$ cat config.mk
export PLATFORM = sky130hd
export DESIGN_NAME = serial_chunk_adder
export DESIGN_NICKNAME = d
export VERILOG_FILES = /design/src/rtl/adder_pkg.sv /design/src/rtl/chunk_adder.sv /design/src/rtl/serial_chunk_adder.sv
export SDC_FILE = /design/constraint.sdc
export NUM_CORES = 1
export LEC_CHECK = 0
export ABC_AREA = 0
export CAP_MARGIN = 20
export CORE_MARGIN = 2
export CORE_UTILIZATION = 45
export CTS_BUF_LIST = sky130_fd_sc_hd__clkbuf_4 sky130_fd_sc_hd__clkbuf_8 sky130_fd_sc_hd__clkbuf_16
export DETAILED_ROUTE_END_ITERATION = 8
export HOLD_SLACK_MARGIN = 0.02
export PLACE_DENSITY = 0.87
export SLEW_MARGIN = 15
export SYNTH_ARGS = -nofsm -noshare
export SYNTH_HDL_FRONTEND = slang
export SYNTH_HIERARCHICAL = 1
export SYNTH_SLANG_ARGS = --single-unit
$ cat constraint.sdc
create_clock -name clk -period 2.8 [get_ports clk]
set_input_delay 0.84 -clock clk [delete_from_list [all_inputs] [get_ports clk]]
set_output_delay 0.84 -clock clk [all_outputs]
set_load 0.005 [all_outputs]
$ cat src/rtl/adder_pkg.sv
`default_nettype none
// ============================================================================
// Module   : adder_pkg
// Brief    : Shared FSM state type and configuration checks for the serial
//            chunk adder.
// Revision : 1.0 - initial release
// ============================================================================
package adder_pkg;

    typedef enum logic [1:0] {
        IDLE = 2'd0,
        RUN  = 2'd1,
        DONE = 2'd2
    } state_e;

    // Legal geometry: at least two bits, and the word splits into whole chunks.
    function automatic bit cfg_ok(input int width, input int chunk);
        return (width >= 2) && (chunk >= 1) && (chunk <= width) && ((width % chunk) == 0);
    endfunction

    function automatic int idx_width(input int n);
        return (n <= 1) ? 1 : $clog2(n);
    endfunction

endpackage
`default_nettype wire

$ cat src/rtl/chunk_adder.sv
`default_nettype none
// ============================================================================
// Module   : chunk_adder
// Brief    : Combinational CHUNK-bit adder reporting carry-out and the carry
//            into its most significant bit.
// Revision : 1.0 - initial release
// ============================================================================
module chunk_adder #(
    parameter int CHUNK = 4
) (
    input  logic [CHUNK-1:0] a,
    input  logic [CHUNK-1:0] b,
    input  logic             ci,
    output logic [CHUNK-1:0] s,
    output logic             co,
    output logic             c_msb_in
);

    logic [CHUNK:0] w_full;

    always_comb begin
        w_full   = {1'b0, a} + {1'b0, b} + {{CHUNK{1'b0}}, ci};
        s        = w_full[CHUNK-1:0];
        co       = w_full[CHUNK];
        // The MSB sum bit is a^b^carry_in, so the carry in falls out by XOR.
        c_msb_in = w_full[CHUNK-1] ^ a[CHUNK-1] ^ b[CHUNK-1];
    end

endmodule
`default_nettype wire

$ cat src/rtl/serial_chunk_adder.sv
`default_nettype none
// ============================================================================
// Module   : serial_chunk_adder
// Brief    : Multi-cycle adder processing CHUNK bits per clock with a
//            valid/ready handshake on both sides.
//            Optional macro SERIAL_ADDER_SUB_EN adds a 'sub' input (X - Y).
// Revision : 1.0 - initial release
// ============================================================================
module serial_chunk_adder
    import adder_pkg::*;
#(
    parameter int WIDTH = 16,
    parameter int CHUNK = 4
) (
    input  logic             clk,
    input  logic             rst_n,
    input  logic             in_valid,
    output logic             in_ready,
    input  logic [WIDTH-1:0] X,
    input  logic [WIDTH-1:0] Y,
    input  logic             Cin,
`ifdef SERIAL_ADDER_SUB_EN
    input  logic             sub,
`endif
    output logic [WIDTH-1:0] S,
    output logic             Cout,
    output logic             Ovf,
    output logic             out_valid,
    input  logic             out_ready
);

    localparam int NCH = WIDTH / CHUNK;
    localparam int KW  = idx_width(NCH);
    localparam logic [KW-1:0] K_LAST = KW'(NCH - 1);

    if (!cfg_ok(WIDTH, CHUNK)) begin : g_cfg_err
        $error("serial_chunk_adder: WIDTH must be >= 2 and a multiple of CHUNK");
    end

    state_e           state_q, state_d;
    logic [KW-1:0]    k_q, k_d;
    logic [WIDTH-1:0] x_q, x_d;
    logic [WIDTH-1:0] y_q, y_d;
    logic             carry_q, carry_d;
    logic [WIDTH-1:0] s_q, s_d;
    logic             cout_q, cout_d;
    logic             ovf_q, ovf_d;

    logic             w_sub;
    logic [CHUNK-1:0] w_a, w_b, w_sum;
    logic             w_co, w_cmsb;

`ifdef SERIAL_ADDER_SUB_EN
    assign w_sub = sub;
`else
    assign w_sub = 1'b0;
`endif

    assign w_a = x_q[int'(k_q)*CHUNK +: CHUNK];
    assign w_b = y_q[int'(k_q)*CHUNK +: CHUNK];

    chunk_adder #(.CHUNK(CHUNK)) u_chunk (
        .a        (w_a),
        .b        (w_b),
        .ci       (carry_q),
        .s        (w_sum),
        .co       (w_co),
        .c_msb_in (w_cmsb)
    );

    always_comb begin
        state_d = state_q;
        k_d     = k_q;
        x_d     = x_q;
        y_d     = y_q;
        carry_d = carry_q;
        s_d     = s_q;
        cout_d  = cout_q;
        ovf_d   = ovf_q;
        case (state_q)
            IDLE: begin
                if (in_valid) begin
                    // Subtraction is X + ~Y + 1, folded in at capture time.
                    x_d     = X;
                    y_d     = w_sub ? ~Y : Y;
                    carry_d = w_sub ? 1'b1 : Cin;
                    k_d     = '0;
                    state_d = RUN;
                end
            end
            RUN: begin
                s_d[int'(k_q)*CHUNK +: CHUNK] = w_sum;
                carry_d = w_co;
                k_d     = k_q + KW'(1);
                if (k_q == K_LAST) begin
                    k_d     = '0;
                    cout_d  = w_co;
                    ovf_d   = w_co ^ w_cmsb;
                    state_d = DONE;
                end
            end
            DONE: begin
                if (out_ready) begin
                    state_d = IDLE;
                end
            end
            default: state_d = IDLE;
        endcase
    end

    always_ff @(posedge clk or negedge rst_n) begin
        if (!rst_n) begin
            state_q <= IDLE;
            k_q     <= '0;
            x_q     <= '0;
            y_q     <= '0;
            carry_q <= 1'b0;
            s_q     <= '0;
            cout_q  <= 1'b0;
            ovf_q   <= 1'b0;
        end else begin
            state_q <= state_d;
            k_q     <= k_d;
            x_q     <= x_d;
            y_q     <= y_d;
            carry_q <= carry_d;
            s_q     <= s_d;
            cout_q  <= cout_d;
            ovf_q   <= ovf_d;
        end
    end

    assign in_ready  = (state_q == IDLE);
    assign out_valid = (state_q == DONE);
    assign S         = s_q;
    assign Cout      = cout_q;
    assign Ovf       = ovf_q;

endmodule
`default_nettype wire

Yosys cells after proc, flatten, opt, wreduce, memory -nomap -nowiden
Cells that the tools add are included.
{"block": "totals", "latchBits": 0, "inputBits": 37, "out_inout_bits": 20, "ram_bits": 0, "mem_count": 0, "elab_cells": 41, "mem_bits_ro": 0, "regBits": 55}
{"block": "classes", "div": 0, "reduce_logical": 6, "multipliers": 0, "addsub": 4, "shifts": 4, "muxes": 10, "n_eq_ne": 6, "bitwise_logic": 3, "n_lt_le_gt_ge": 0}
{"op": "negation 4 -> 33 bit", "count": 1}
{"op": "variable shift 4 x 33 -> 16 bit (first input constant)", "count": 1}
{"op": "variable part select 4 x 33 -> 16 bit", "count": 1}
{"op": "variable part select 16 x 5 -> 4 bit", "count": 2}
{"op": "bitwise mux 16 bit", "count": 1}
{"op": "2-to-1 mux 2 bit", "count": 5}
{"op": "one-hot mux 2 bit (3 select lines)", "count": 1}
{"op": "AND reduction 2 bit", "count": 3}
{"op": "adder 4 x 4 -> 5 bit", "count": 1}
{"op": "adder 5 x 1 -> 5 bit", "count": 1}
{"op": "== test 2 bit (second input constant)", "count": 2}
{"op": "!= test 2 bit (second input constant)", "count": 2}
{"op": "one-hot mux 2 bit (2 select lines)", "count": 1}
{"op": "AND reduction 3 bit", "count": 1}
{"op": "XOR 1 bit", "count": 3}
{"op": "adder 2 x 1 -> 2 bit (second input constant)", "count": 1}
{"op": "== test 2 x 1 -> 1 bit (second input constant)", "count": 1}
{"op": "zero test 2 bit", "count": 1}
{"op": "!= test 2 x 1 -> 1 bit (second input constant)", "count": 1}
{"op": "one-hot mux 1 bit (2 select lines)", "count": 1}
{"op": "nonzero test 2 bit", "count": 1}
{"op": "2-to-1 mux 1 bit", "count": 1}

Longest topological paths before layout
Gate-level depths: netlist of run 1.
{"block": "logic_depth", "ltp_word": 6, "depth_mapped": 10, "depth_no_buf": 9}

Modules after synthesis
Netlist of run 1, hierarchy kept.
{"mod": "serial_chunk_adder", "seq_area_each_um2": 1376.3, "instances": 1, "area_each_um2": 2427.3, "cells_per_inst": 168}
{"mod": "chunk_adder", "seq_area_each_um2": 0.0, "instances": 1, "area_each_um2": 177.7, "cells_per_inst": 19}

Least setup slack after synthesis of run 1
Ideal clock, no wire load.
{"block": "synth_timing", "path_kind": "reg2reg", "start": "register k_q[0]", "end": "register cout_q, in the netlist Cout", "t_arrival_ns": 2.463, "synth_period_minus_slack_ns": 2.588, "slack_ns": 0.212, "n_path_buf": 1, "setup_time_ns": 0.125, "required_time_ns": 2.675, "path_stages_with_launch": 10, "path_cell_list": "dfrtp_1 -> buf_2 -> mux4_2 -> fa_1 -> inv_1 -> fa_1 -> nor2b_1 -> o21ai_0 -> nand2b_1 -> mux2_2"}
{"block": "synth_via", "elab_chain_cells": 3, "elab_cells_between_ends": 6, "cone_classes": "add/sub: 2; eq/ne: 1; shift: 2; reduce/logical: 1"}
{"element": "start, declared", "line_no": "serial_chunk_adder.sv:41", "rtl": "logic [KW-1:0] k_q, k_d;"}
{"element": "start signal, assigned", "line_no": "serial_chunk_adder.sv:123", "rtl": "k_q <= k_d;"}
{"element": "variable part select 16 x 5 -> 4 bit", "line_no": "serial_chunk_adder.sv:59", "rtl": "assign w_a = x_q[int'(k_q)*CHUNK +: CHUNK];"}
{"element": "net w_a[0]", "line_no": "serial_chunk_adder.sv:50", "rtl": "logic [CHUNK-1:0] w_a, w_b, w_sum;"}
{"element": "adder 4 x 4 -> 5 bit", "line_no": "chunk_adder.sv:22", "rtl": "w_full = {1'b0, a} + {1'b0, b} + {{CHUNK{1'b0}}, ci};"}
{"element": "adder 5 x 1 -> 5 bit", "line_no": "chunk_adder.sv:22"}
{"element": "net w_co", "line_no": "serial_chunk_adder.sv:51", "rtl": "logic w_co, w_cmsb;"}
{"element": "end signal, assigned", "line_no": "serial_chunk_adder.sv:128", "rtl": "cout_q <= cout_d;"}
{"element": "end, declared", "line_no": "serial_chunk_adder.sv:46", "rtl": "logic cout_q, cout_d;"}
The timed path passes the listed nets, and every way through them passes these cells.
A chain may end at the register's enable or synchronous reset.

Final worst setup path of run 1
{"block": "layout_timing", "start": "register k_q[0]", "end": "register ovf_q, in the netlist Ovf"}
{"block": "layout_via", "elab_cells_between_ends": 9, "cone_classes": "add/sub: 2; eq/ne: 1; shift: 2; bitwise: 3; reduce/logical: 1"}
{"element": "variable part select 16 x 5 -> 4 bit", "line_no": "serial_chunk_adder.sv:59"}
{"element": "net w_a[0]", "line_no": "serial_chunk_adder.sv:50"}
{"element": "adder 4 x 4 -> 5 bit", "line_no": "chunk_adder.sv:22"}
{"element": "adder 5 x 1 -> 5 bit", "line_no": "chunk_adder.sv:22"}
{"element": "net w_co", "line_no": "serial_chunk_adder.sv:51"}
{"element": "XOR 1 bit", "line_no": "serial_chunk_adder.sv:98", "rtl": "ovf_d = w_co ^ w_cmsb;"}
{"element": "end signal, assigned", "line_no": "serial_chunk_adder.sv:129", "rtl": "ovf_q <= ovf_d;"}
{"element": "end, declared", "line_no": "serial_chunk_adder.sv:47", "rtl": "logic ovf_q, ovf_d;"}
The timed path passes the listed nets, and every way through them passes these cells.

==> impl_metrics.ini, run 1 <==
[yosys]
synth-edff-count = 0
synthFlopType = dfrtp_1
synth_cells = 187
synth.avg_cell_area_um2 = 13.9
syn_nets = 234
yosysWarnings = 6
ys_async_sr_fraction_pct = 100
synth.yosys.seq_area_share_pct = 52.8
synth_seq_cells = 55
synthesis.area_um2 = 2600
synth_cell_type_count = 33

[cells_and_area]
filler_cell_count = 474
antennaDiodeCount = 0
layout-drive-gt1-share_pct = 22.5
layout_common_cells = 55 x dfrtp_1, 55 x clkdlybuf4s50_1, 31 x mux2_2
syn2layout_area_growth_pct = 28.7
stdcell_area_um2 = 3350
nets = 295

[sta]
period_minus_slack_ns = 2.47
rsz0062_at_grt = no
max-slew-margin-rel_pct = 51.6
tns_ns = 0
finalCritPeriodShare_pct = 88.1
fmax_mhz = 405
fin_skew_ns = 0.00415
max_slew.worst_pin.slew_ns = 0.726
hold_violations = 0
finalSetupViolations = 0
drv_slew = 0

[clock_network]
ctsResizeCount = 0
path_clk_slew_ns = 0.09
cts_root_buf = clkbuf_8
cts_setup_buffers = 0
clkLatencyLatePin_ns = 0.30
clockBufferDepth = 2
cts_sinks = 55
cts_tree = yes
numCtsBuffers = 5
holdBufCountCts = 0
h-tree-depth = 2

[pwr]
clkPwrFrac_pct = 10.7
netSwitchingFraction_pct = 38.9
cellLeakagePower_uw = 0.00141
p_int_uw = 2700
power.share.sequential_pct = 31.9
p_switching_uw = 1720
comb_power_share_pct = 57.4
peakVddDrop_uv = 757
powerDensity_nw_per_um2 = 1320

[setup_path]
reg2reg_setup_slack_ns = 0.33
r2r_start = k_q[0]
cp-end-kind = register
r2r.worst_path.cells = 9
path_buf_inv = 1
critical-path-top-delay-family = adder cells
worst-path-max-fanout = 4
critPathArrivalTime_ns = 2.64
path_cells = mux4_2 > fa_1 > inv_1 > fa_1 > nor2b_1 > o21ai_0 > nand2b_1 > xnor2_1 > o21ai_0
crit_type = reg2reg
start_kind = register
slowest_stage = mux4_2
required_ns = 2.98
max_stage_delay_ns = 0.55
rr_endpoint = Ovf

[grt]
grt_usage_pct = 18.2
antenna_found_initial = 0
use_met2_pct = 31.4
grt_pass1_vias = 1818
grt_overflow = 0
use_met3_pct = 3.82
busiest_layer = met2
grt_max_degree = 35
grt_pass1_wl_um = 8830
use_met1_pct = 23.2

[detailed_routing]
route.vias.total = 1700
wire_per_inst_um = 16.4
drtIter0Drc = 78
drtAntennaViolNets = 0
drc = 0
finalWirelength_um = 5250
dr.pass1.iters = 4
via_per_inst = 5.30

[placed_design]
placed_area_um2 = 3250
portBuffers = 56
place.gp.congestion = 0.879
dp_hpwl_um = 4020

[die]
die_h_um = 80.1
top_level_ports = 57
die_area_um2 = 6410
initial_utilization_pct = 47.0
die_x_um = 80.1
core-area_um2 = 5540
rows = 27

[job]
max-cap-violations = 0

[min_path]
hold_path_depth = 2
holdCritStartpoint = S[11]
whs_endpoint = S[11]
hold_path_class = reg2reg

[outcome]
status = completed
[power groups by stage]
stage / Clock, µW / Sequential, µW / Combinational, µW
after floorplan: 0 / 1310 / 1880
after global placement: 0 / 1410 / 2430
after detailed placement: 0 / 1430 / 2530
after CTS: 483 / 1420 / 2550
after global routing: 518 / 1470 / 2800
final: 473 / 1410 / 2540
[synthesized netlist by cell type, types with 2 or more instances]
cell       count  share of area, %
nand3_1        4              0.77
mux2_1         2              0.86
a22o_1         8               2.7
nand3b_1       3              0.86
mux2_2        31                13
mux4_2         8               6.9
o31ai_1        2              0.58
nand2_1       13               1.9
o21ai_0        8               1.5
nor2_1         2              0.29
nor2b_1        2              0.48
dfrtp_1       55                53
o2bb2ai_1      4               1.3
fa_1           2               1.5
buf_2          3              0.58
buf_6          3               1.3
xnor2_1        6               2.0
inv_1          7               1.0
ha_1           8               3.8
nand2b_1       3              0.72
[through the flow]
step	hold WS, ns	worst slack [ns]	power, µW	std cells	util, %
floorplan	0.452	0.212	3190	187	-
global placement	0.466	0.444	3840	313	58.6
detailed placement	0.469	0.364	3970	313	58.6
CTS	0.489	0.335	4450	321	60.5
global route	0.519	0.185	4780	321	60.5
finish	0.485	0.333	4420	321	60.5
[cell families after synthesis]
family                   after synthesis  synth area share [%]
AO/OA/AOI/OAI                         27                  7.83
XOR/XNOR                               6                  2.02
adder cells (fa/ha/maj)               10                  5.38
buffers and inverters                 15                  3.31
flip-flops                            55                  52.8
multiplexers                          41                  21.2
AND/OR/NAND/NOR                       33                  7.45
[layer usage]
metal / vias up / wire length [µm]
met5: - / 0
met4: 0 / 88
met1: 844 / 2310
li1: 796 / -
met3: 8 / 223
met2: 52 / 2630
[worst max-delay path by stage]
stage | startpoint | endpoint | slack (ns) | cells past startpoint
after floorplan | k_q[0] | Cout | 0.21 | 9
after global placement | k_q[0] | S[3] | 0.44 | 8
after detailed placement | k_q[0] | S[3] | 0.36 | 8
after CTS | k_q[0] | Ovf | 0.33 | 9
after global routing | k_q[0] | Ovf | 0.19 | 9
final | k_q[0] | Ovf | 0.33 | 9
[area by class of cell]
class | instances | area (µm²) | share of cell area [%]
clock buffer | 8 | 104 | 3.10
multi-input combinational | 117 | 1140 | 34.1
inverter | 7 | 26.3 | 0.784
sequential | 55 | 1380 | 41.1
timing repair buffer | 62 | 613 | 18.3
tap | 72 | 90.1 | 2.69
[state kept, by name, indices dropped and copies added (netlist names)]
| register | cells |
|---|---|
| carry_q | 1 |
| Ovf | 1 |
| y_q | 16 |
| x_q | 16 |
| k_q | 2 |
| S | 16 |
| Cout | 1 |
| state_q | 2 |
[worst reg2reg max path, stage by stage (launching register included)]
cell and delay (ns):
dfrtp_1 0.45, mux4_2 0.55, fa_1 0.46, inv_1 0.09, fa_1 0.21, nor2b_1 0.05, o21ai_0 0.13, nand2b_1 0.12
xnor2_1 0.19, o21ai_0 0.09
Power figures use the tool's default switching activity.
==> run 2, diff against run 1 <==
Settings changed: REMOVE_ABC_BUFFERS set to 1.
==> run 2 against run 1 <==
  * First-iteration DRC count up 9.0%
  * Via count down 0.94%
  * Global-route usage down 1.4 points
  * Total power down 2.3%
  * Maximum frequency down 5.4%
  * Worst hold slack better by 0.0017 ns
  * Flip-flop and latch count unchanged
  * Clock skew up 0.0070 ns
  * Setup slack worse by 0.14 ns
  * Clock power about the same
  * Critical endpoint is now S[11]
==> impl_metrics.ini, run 2 (synthesized netlist as in run 1, its figures left out) <==
[outcome]
status = completed

[grt]
antenna_found_initial = 0
grt_pass1_vias = 1766
grt_overflow = 0
grt_max_degree = 35
grt_pass1_wl_um = 8270
grt_usage_pct = 16.8

[clock_network]
cts_tree = yes
numCtsBuffers = 5
h-tree-depth = 2
cts_root_buf = clkbuf_8
clockBufferDepth = 2
cts_setup_buffers = 0
path_clk_slew_ns = 0.10
holdBufCountCts = 0
clkLatencyLatePin_ns = 0.31
cts_sinks = 55
ctsResizeCount = 0

[pwr]
power_uw = 4320
power.share.sequential_pct = 32.8
p_int_uw = 2680
p_switching_uw = 1640
netSwitchingFraction_pct = 38.0
cellLeakagePower_uw = 0.00140
powerDensity_nw_per_um2 = 1290
clkPwrFrac_pct = 11.0
peakVddDrop_uv = 715
comb_power_share_pct = 56.2

[sta]
fmax_mhz = 384
period_minus_slack_ns = 2.61
max-slew-margin-rel_pct = 54.9
drv_slew = 0
rsz0062_at_grt = no
finalCritPeriodShare_pct = 93.1
hold_violations = 0
max_slew.worst_pin.slew_ns = 0.668
fin_skew_ns = 0.0112
tns_ns = 0
finalSetupViolations = 0

[setup_path]
critPathArrivalTime_ns = 2.84
worst-path-max-fanout = 11
cp-end-kind = register
crit_type = reg2reg
start_kind = register
required_ns = 3.03
reg2reg_setup_slack_ns = 0.19

[die]
core-area_um2 = 5540
top_level_ports = 57
die_x_um = 80.1
rows = 27
die_h_um = 80.1
initial_utilization_pct = 47.0
die_area_um2 = 6410

[cells_and_area]
nets = 294
multiInputGateArea_um2 = 1140
filler_cell_count = 455
antennaDiodeCount = 0
layout-drive-gt1-share_pct = 22.2
seq_area_um2 = 1380
syn2layout_area_growth_pct = 28.9
layout_common_cells = 55 x dfrtp_1, 55 x clkdlybuf4s50_1, 31 x mux2_2

[detailed_routing]
finalWirelength_um = 4750
drc = 0
via_per_inst = 5.26
wire_per_inst_um = 14.8
drtAntennaViolNets = 0
dr.pass1.iters = 4
drtIter0Drc = 85
route.vias.total = 1684

[placed_design]
place.gp.congestion = 0.824
portBuffers = 56
dp_hpwl_um = 3670

[job]
max-cap-violations = 0

[min_path]
hold_path_class = reg2reg
==> run 2: cell types whose count changed in the layout (fill, tap and decap cells not counted) <==
| cell | change |
|---|---|
| buf_4 | -2 |
| buf_12 | +1 |
| clkbuf_4 | -1 |
| clkinvlp_4 | +1 |
==> run 2: critical path, cell delays in order, from the launching register on <==
cell     delay [ns]
dfrtp_1        0.58
mux4_2         0.58
fa_1           0.45
a21o_1         0.22
a21oi_4        0.17
xnor2_1        0.25
nand2_1        0.09
o21ai_0        0.18
==> run 2: metrics by stage <==
step | instances | cell area (µm²) | worst slack (ns) | hold WS [ns] | utilization, %
6_report | 320 | 3360 | 0.194 | 0.487 | 60.6
5_1_grt | 320 | 3360 | 0.0146 | 0.516 | 60.6
4_1_cts | 320 | 3360 | 0.176 | 0.494 | 60.6
3_5_place_dp | 312 | 3250 | 0.187 | 0.472 | 58.7
3_3_place_gp | 312 | 3250 | 0.291 | 0.463 | 58.7
2_1_floorplan | 179 | 2540 | 0.183 | 0.452 | -
==> run 2: area by class of cell <==
cell class / instances / share of cell area [%]
well taps: 72 / 2.68
clock buffers: 7 / 2.87
clock inverters: 1 / 0.224
multi-input cells: 117 / 34.0
flip-flops and latches: 55 / 41.0
inverters: 7 / 0.783
repair buffers: 61 / 18.4
==> run 2: worst paths after layout <==
kind | start | depth (start not counted) | end
setup / recovery | k_q[0] | 7 | S[11]
min in group asynchronous | rst_n | 1 | S[11]
setup reg to reg | k_q[0] | 7 | S[11]
hold / removal | S[10] | 2 | S[10]
max in group asynchronous | rst_n | 2 | x_q[6]
hold reg to reg | S[10] | 2 | S[10]
==> run 2: routing by layer <==
| layer | global-route usage (%) | wire (µm) |
|---|---|---|
| met5 | 0 | 0 |
| met4 | 7.29 | 89 |
| met3 | 4.04 | 234 |
| met2 | 26.6 | 2270 |
| met1 | 22.0 | 2160 |
==> run 2: power by group through the flow <==
stage               logic [µW]  clock network [µW]  registers [µW]
floorplan                 1750                   0            1370
global placement          2400                   0            1410
detailed placement        2450                   0            1430
CTS                       2450                 491            1420
global route              2660                 525            1470
finish                    2430                 475            1420
